[src/rtl/adder_pipe_seg.sv]
// Purpose: pipelined segmented adder/subtractor; SEG bits are summed per stage and the carry is registered between stages.
// Latency: NSEG = WIDTH/SEG edges including the accepting edge; one operation per cycle while out_ready is high.
// Backpressure: a single global enable (!out_valid || out_ready) freezes every stage; in_ready equals that enable.
//
// Ports:
//   clk, rst_n          - rising-edge clock, asynchronous active-low reset
//   in_valid / in_ready - operand handshake (in_ready never depends on in_valid)
//   a, b, cin, sub      - unsigned operands, carry-in (ignored when sub=1), subtract select
//   out_valid/out_ready - result handshake
//   sum                 - {carry-out, result}; for sub=1 the top bit set means no borrow
module adder_pipe_seg #(
  parameter int WIDTH = 16,
  parameter int SEG   = 4
) (
  input  logic             clk,
  input  logic             rst_n,
  input  logic             in_valid,
  output logic             in_ready,
  input  logic [WIDTH-1:0] a,
  input  logic [WIDTH-1:0] b,
  input  logic             cin,
  input  logic             sub,
  output logic             out_valid,
  input  logic             out_ready,
  output logic [WIDTH:0]   sum
);

  localparam int NSEG = WIDTH / SEG;

  generate
    if (SEG < 1 || WIDTH < SEG || (WIDTH % SEG) != 0) begin : g_bad_params
      $error("adder_pipe_seg: WIDTH must be a non-zero multiple of SEG");
    end
  endgenerate

  // Per-stage state. x_q holds the already-produced sum segments in its lower
  // part and the still-unprocessed A segments in its upper part; y_q carries the
  // conditioned B operand alongside so later stages can pick their segment.
  logic             v_q [NSEG];
  logic             c_q [NSEG];
  logic [WIDTH-1:0] x_q [NSEG];
  logic [WIDTH-1:0] y_q [NSEG];

  logic             c_d [NSEG];
  logic [WIDTH-1:0] x_d [NSEG];

  logic             en;
  logic [WIDTH-1:0] b_eff;
  logic             c0;
  logic [SEG:0]     t;

  // Subtraction is A + ~B + 1, so the incoming carry is forced to one.
  assign b_eff = sub ? ~b : b;
  assign c0    = sub | cin;

  assign en        = !out_valid || out_ready;
  assign in_ready  = en;
  assign out_valid = v_q[NSEG-1];
  assign sum       = {c_q[NSEG-1], x_q[NSEG-1]};

  always_comb begin
    for (int k = 0; k < NSEG; k++) begin
      x_d[k] = '0;
      c_d[k] = 1'b0;
    end
    t = '0;

    // Stage 0 works straight off the input operands.
    t = {1'b0, a[SEG-1:0]} + {1'b0, b_eff[SEG-1:0]} + {{SEG{1'b0}}, c0};
    x_d[0]          = a;
    x_d[0][SEG-1:0] = t[SEG-1:0];
    c_d[0]          = t[SEG];

    // Stage k replaces segment k of the skewed A word with its sum segment.
    for (int k = 1; k < NSEG; k++) begin
      t = {1'b0, x_q[k-1][k*SEG +: SEG]} + {1'b0, y_q[k-1][k*SEG +: SEG]}
        + {{SEG{1'b0}}, c_q[k-1]};
      x_d[k]               = x_q[k-1];
      x_d[k][k*SEG +: SEG] = t[SEG-1:0];
      c_d[k]               = t[SEG];
    end
  end

  always_ff @(posedge clk or negedge rst_n) begin
    if (!rst_n) begin
      for (int k = 0; k < NSEG; k++) begin
        v_q[k] <= 1'b0;
        c_q[k] <= 1'b0;
        x_q[k] <= '0;
        y_q[k] <= '0;
      end
    end else if (en) begin
      // Whole pipe shifts together; empty stages move as bubbles.
      v_q[0] <= in_valid;
      c_q[0] <= c_d[0];
      x_q[0] <= x_d[0];
      y_q[0] <= b_eff;
      for (int k = 1; k < NSEG; k++) begin
        v_q[k] <= v_q[k-1];
        c_q[k] <= c_d[k];
        x_q[k] <= x_d[k];
        y_q[k] <= y_q[k-1];
      end
    end
  end

endmodule

[config.mk]
export PLATFORM = sky130hd
export DESIGN_NAME = adder_pipe_seg
export DESIGN_NICKNAME = d
export VERILOG_FILES = /design/src/rtl/adder_pipe_seg.sv
export SDC_FILE = /design/constraint.sdc
export NUM_CORES = 1
export LEC_CHECK = 0
export CORE_AREA = 2 2 88 99
export DETAILED_ROUTE_END_ITERATION = 6
export DIE_AREA = 0 0 90 101
export GPL_ROUTABILITY_DRIVEN = 1
export GPL_TIMING_DRIVEN = 1
export PLACE_DENSITY = 0.79
export SLEW_MARGIN = 20
export SYNTH_ARGS = -nofsm -noshare
export SYNTH_HDL_FRONTEND = slang
export SYNTH_SLANG_ARGS = --single-unit
[constraint.sdc]
create_clock -name clk -period 2.3 [get_ports clk]
set_clock_uncertainty 0.15 [all_clocks]
set_input_delay 0.23 -clock clk [delete_from_list [all_inputs] [get_ports clk]]
set_output_delay 0.23 -clock clk [all_outputs]
set_load 0.01 [all_outputs]
==> impl_metrics.yaml, run 1 <==
sta:
  whs_ns: 0.253
  fmax_mhz: 460
  finalCritPeriodShare: 0.945
  rsz0062_at_grt: "false"
  setup_viol: 0
  timing.slew.headroom: 0.663
  timing.final.crit_period_ns: 2.17
  maxSlewViolCount: 0
  hold_viol_final: 0
  worst_slew_pin_slew_ns: 0.505
cells_and_area:
  utilization: 0.620
  syn2layout_area_growth_pct: 15.7
  drive_gt1_frac: 0.0496
  num_antenna_cells: 0
  fill_cells: 721
  nNetsFinal: 559
flow_run:
  maxCapViolCount: 0
pwr:
  vdd_drop_max_mv: 0.420
  powerDensity_nw_per_um2: 1220
  combPwrFrac: 0.387
  sw_frac_of_total: 0.356
  clkPwrFrac: 0.151
  internal-power_uw: 3970
  leakage_uw: 0.00251
  power.switching_uw: 2190
  p_seq_frac: 0.461
yosys:
  synth_fp_nets: 523
  synth_cells: 465
  ys.flop_type: "dfrtp_1"
  yosysMostFrequentCell: "nand2_1"
  synth_largest_area_cell: "dfrtp_1"
  ys_seq_elements: 96
  ys_seq_area_frac: 0.550
  yosys-top-cells-area: "dfrtp_1, nand2_1, buf_4, fa_1, ha_1"
  synth-edff-count: 0
  syn-cell-area_um2: 4370
  synthTopCellsByCount: "nand2_1, dfrtp_1, buf_4, o21ai_1, xnor2_1"
  postSynth.asyncResetShare: 1.00
  synth_top_area_frac: 0.550
  yosys_warnings: 0
  yosysUniqueCellTypes: 24
  syn_area_per_cell_um2: 9.40
floorplanning:
  coreArea_um2: 8150
  die_w_um: 90
  rows: 35
  die_y_um: 101
  die-area_um2: 9090
  ios: 57
  start_util: 0.536
setup_path:
  crit_path_start: "sub"
  crit_chain: "clkdlybuf4s50_1, or2_1, fa_1, fa_1, a21o_1, a21oi_1, a21oi_1"
  crit_path_start_kind: "input pin"
  r2r_end: "sum[16]"
  cp_slowest_cell: "clkdlybuf4s50_1"
  critPathMaxFanout: 4
  arrival_ns: 2.24
  cp-end-kind: "flop"
  ff2ff_setup_slack_ns: 0.45
  criticalPathCategory: "in2reg"
  reg2reg_from: "c_q[1]"
  cp.required_ns: 2.37
  timing.critical_path.to: "c_q[3]"
  slowest_delay_ns: 0.48
  reg2regPathDepth: 7
clock_tree:
  clock_latency_ns: 0.35
  post_cts_buffers: 0
  path_clk_slew_ns: 0.08
  htree_levels: 3
  root_buffer: "clkbuf_8"
  clk_path_buf_depth: 2
  cts_sinks: 96
  cts_tree: "yes"
  numCtsBuffers: 9
placed_design:
  dp_hpwl_mm: 4.84
  gp_congestion: 0.776
  port_buffers: 56
detailed_routing:
  postRouteAntennaNets: 0
  dr_total_vias: 2933
  drc_errors: 0
  first_pass_iters: 4
  vias_per_cell: 4.77
  wl_per_cell_um: 11.6
  drtIter0Drc: 148
  wl_mm: 7.15
worst_hold_path:
  min_path_type: "in2reg"
global_routing:
  antenna_found_initial: 0
  grt_first_pass_wirelength_mm: 12.4
  grt_max_degree: 102
  grt_usage: 0.172
  grt_pass1_vias: 2812
  grt_overflow_total: 0
status:
  outcome: "completed"
-- sequential cells by signal, indices dropped and copies added, names as in the netlist --
register	cells
out_valid	1
y_q	24
x_d	36
v_q	3
x_q	12
sum	17
c_q	3
-- critical path: cells and delay by family --
| family | cells | cell delay, ns |
|---|---|---|
| compound gates | 3 | 0.42 |
| fa+ha+maj | 2 | 0.82 |
| buf+inv | 1 | 0.48 |
| simple gates | 1 | 0.28 |
-- layout by cell type, fill, tap and decap left out, types with 2 or more instances in the layout --
cell type and instances:
nand2_1 213, dfrtp_1 96, clkdlybuf4s50_1 55, o21ai_1 24
xnor2_1 13, a21oi_1 12, ha_1 12, inv_1 11
clkbuf_8 10, xor2_1 9, nor2_1 9, fa_1 8
a21o_1 5, buf_4 5, nor2b_1 3, clkinv_2 3
buf_12 3, o21ai_0 2, o21a_1 2
-- per-stage QoR --
step / setup WS [ns] / TNS, ns / instances / area, um^2 / total power (uW)
final: 0.127 / 0 / 615 / 5050 / 6160
after global routing: 0.0578 / 0 / 615 / 5050 / 6720
after CTS: 0.151 / 0 / 615 / 5050 / 6240
after detailed placement: -0.240 / -0.589 / 600 / 4880 / 5300
after global placement: -0.143 / -0.296 / 600 / 4880 / 5150
after floorplan: 0.111 / 0 / 465 / 4370 / 4670
-- power by group through the flow --
stage          clock network [uW]  registers, uW  logic [uW]
6_report                      933           2840        2390
2_1_floorplan                   0           2770        1900
5_1_grt                      1040           2940        2730
3_5_place_dp                    0           2880        2420
4_1_cts                       967           2840        2430
3_3_place_gp                    0           2840        2310
-- metal layers --
metal | global-route usage | routed length [um] | up-vias
met4 | 0.0805 | 127 | 0
met1 | 0.212 | 3410 | 1368
li1 | - | - | 1500
met3 | 0.0471 | 274 | 10
met2 | 0.285 | 3340 | 55
met5 | 0 | 0 | -
-- worst min path at each step --
stage | from | end | slack (ns) | cells after the start
after floorplan | rst_n | c_q[1] | -0.22 | 0
after global placement | rst_n | x_q[54] | 0.17 | 2
after detailed placement | rst_n | x_q[53] | 0.17 | 2
after CTS | a[12] | x_d[44] | 0.23 | 3
after global routing | a[14] | x_d[46] | 0.23 | 3
final | a[12] | x_d[44] | 0.25 | 3
-- kinds of logic (layout without fill, tap and decap cells) --
family,after synthesis,in the layout,synth area share
AOI/OAI and AO/OA,47,47,0.0601
xor gates and xnor gates,22,22,0.0441
adders and majority gates,20,20,0.0710
buffers and inverters,51,90,0.0739
DFF,96,96,0.550
and+or+nand+nor,229,229,0.201
-- cell type report --
class,count,area (um^2),share of cell area
Clock inverter,4,22.5,0.00446
Inverter,12,45.0,0.00891
Tap cell,111,139,0.0275
Multi-Input combinational cell,318,1650,0.326
Timing Repair Buffer,64,658,0.130
Sequential cell,96,2400,0.475
Clock buffer,10,138,0.0272
-- repair_timing --
item	in CTS	in global routing
hold buffers	1	0
hold endpoints to repair	96	0
gates resized for setup	0	0
Note: power is estimated with default switching activity, not from simulation.
==> run 2: changes to the inputs <==
Settings changed: CELL_PAD_IN_SITES_DETAIL_PLACEMENT from default to 1, CELL_PAD_IN_SITES_GLOBAL_PLACEMENT from default to 2, CORE_AREA 2 2 88 99 to 2 2 112 124, DIE_AREA 0 0 90 101 to 0 0 114 126, PLACE_DENSITY 0.79 to 0.78.
==> run 2 against run 1 <==
Clock power is 67% higher. Fmax is 0.29% lower. Sequential power is essentially flat. Design area increased by 4.4%. Register-to-register slack about the same. Global-route usage decreased by 4.3 points. Critical path type unchanged. Combinational power about the same.
==> impl_metrics.yaml, run 2 (same netlist as run 1, synthesis figures left out) <==
worst_hold_path:
  hp-start: "a[11]"
  holdPathEnd: "x_d[43]"
  holdPathStages: 3
  min_path_type: "in2reg"
floorplanning:
  ios: 57
  die-area_um2: 14400
  die_y_um: 126
  coreArea_um2: 13100
  die_w_um: 114
  rows: 44
  start_util: 0.333
pwr:
  power_uw: 6810
  powerDensity_nw_per_um2: 1290
  leakage_uw: 0.00258
  vdd_drop_max_mv: 0.417
cells_and_area:
  utilization: 0.403
  final_common_cell: "nand2_1"
  syn2layout_area_growth_pct: 20.7
  nNetsFinal: 559
  drive_gt1_frac: 0.0534
  largest_register_ffs: 36
  num_antenna_cells: 0
  final_cell_mix: "nand2_1, dfrtp_1, clkdlybuf4s50_1"
detailed_routing:
  first_pass_iters: 4
  vias_per_cell: 4.47
  drtIter0Drc: 96
  drc_errors: 0
  postRouteAntennaNets: 0
  dr_total_vias: 2982
  wl_mm: 8.47
  wl_per_cell_um: 12.7
sta:
  timing.final.crit_period_ns: 2.18
  fin_setup_tns_ns: 0
  rsz0062_at_grt: "false"
  whs_ns: 0.268
  worst_slew_pin_slew_ns: 0.552
  fmax_mhz: 459
  maxSlewViolCount: 0
  hold_viol_final: 0
  finalCritPeriodShare: 0.948
  timing.slew.headroom: 0.632
  setup_viol: 0
global_routing:
  grt_max_degree: 102
  grt_pass1_vias: 3104
  grt_first_pass_wirelength_mm: 14.8
  antenna_found_initial: 0
  grt_overflow_total: 0
  grt_usage: 0.129
setup_path:
  crit_path_start_kind: "input pin"
  reg2reg_from: "c_q[1]"
  reg2regPathDepth: 7
  r2r_end: "sum[16]"
  arrival_ns: 2.24
  ff2ff_setup_slack_ns: 0.44
  cp.required_ns: 2.36
  cp-end-kind: "flop"
  critPathMaxFanout: 4
  criticalPathCategory: "in2reg"
clock_tree:
  numCtsBuffers: 9
  path_clk_slew_ns: 0.07
  clk_path_buf_depth: 2
  htree_levels: 3
  clock_latency_ns: 0.34
  post_cts_buffers: 0
  root_buffer: "clkbuf_16"
  cts_sinks: 96
  cts_tree: "yes"
placed_design:
  port_buffers: 56
  gp_congestion: 0.792
  dp_hpwl_mm: 5.69
status:
  outcome: "completed"
flow_run:
  maxCapViolCount: 0
==> run 2: what timing repair did <==
item                      4_1_cts  5_1_grt
hold buffers                    1        0
hold endpoints to repair       39        0
gates resized for setup         0        0
==> run 2: how the worst max path moves through the flow <==
stage | startpoint | endpoint | slack [ns] | cells after the start
floorplan | sub | c_q[3] | 0.11 | 8
global placement | sub | c_q[3] | -0.17 | 7
detailed placement | sub | c_q[3] | -0.26 | 7
CTS | sub | c_q[3] | 0.11 | 7
global route | sub | c_q[3] | 0.04 | 7
finish | sub | c_q[3] | 0.12 | 7
==> run 2: cell type report <==
class | count | area, um^2
Clock inverter | 4 | 51.3
Tap cell | 161 | 201
Inverter | 12 | 45.0
Clock buffer | 12 | 267
Fill cell | 1533 | 7830
Sequential cell | 96 | 2400
Multi-Input combinational cell | 318 | 1650
Timing Repair Buffer | 64 | 658
==> run 2: routing by layer <==
layer / track usage / wire (um) / vias to the layer above / share of wire
li1: - / - / 1499 / -
met1: 0.173 / 4190 / 1430 / 0.49
met2: 0.199 / 3870 / 45 / 0.46
met3: 0.0332 / 292 / 8 / 0.034
met4: 0.0545 / 118 / 0 / 0.014
met5: 0 / 0 / - / 0
==> run 2: critical path: stages <==
cell,delay [ns]
clkdlybuf4s50_1,0.49
or2_1,0.28
fa_1,0.42
fa_1,0.41
a21o_1,0.18
a21oi_1,0.15
a21oi_1,0.08
==> run 2: power by group <==
group | internal (uW) | switching (uW)
Clock | 931 | 624
Combinational | 1120 | 1290
Sequential | 2440 | 403
Total | 4490 | 2320
==> run 2: through the flow <==
step | cells | cell area, um^2 | setup WS [ns]
2_1_floorplan | 465 | 4370 | 0.111
3_3_place_gp | 650 | 4950 | -0.175
3_5_place_dp | 650 | 4950 | -0.257
4_1_cts | 667 | 5270 | 0.108
5_1_grt | 667 | 5270 | 0.0448
6_report | 667 | 5270 | 0.120
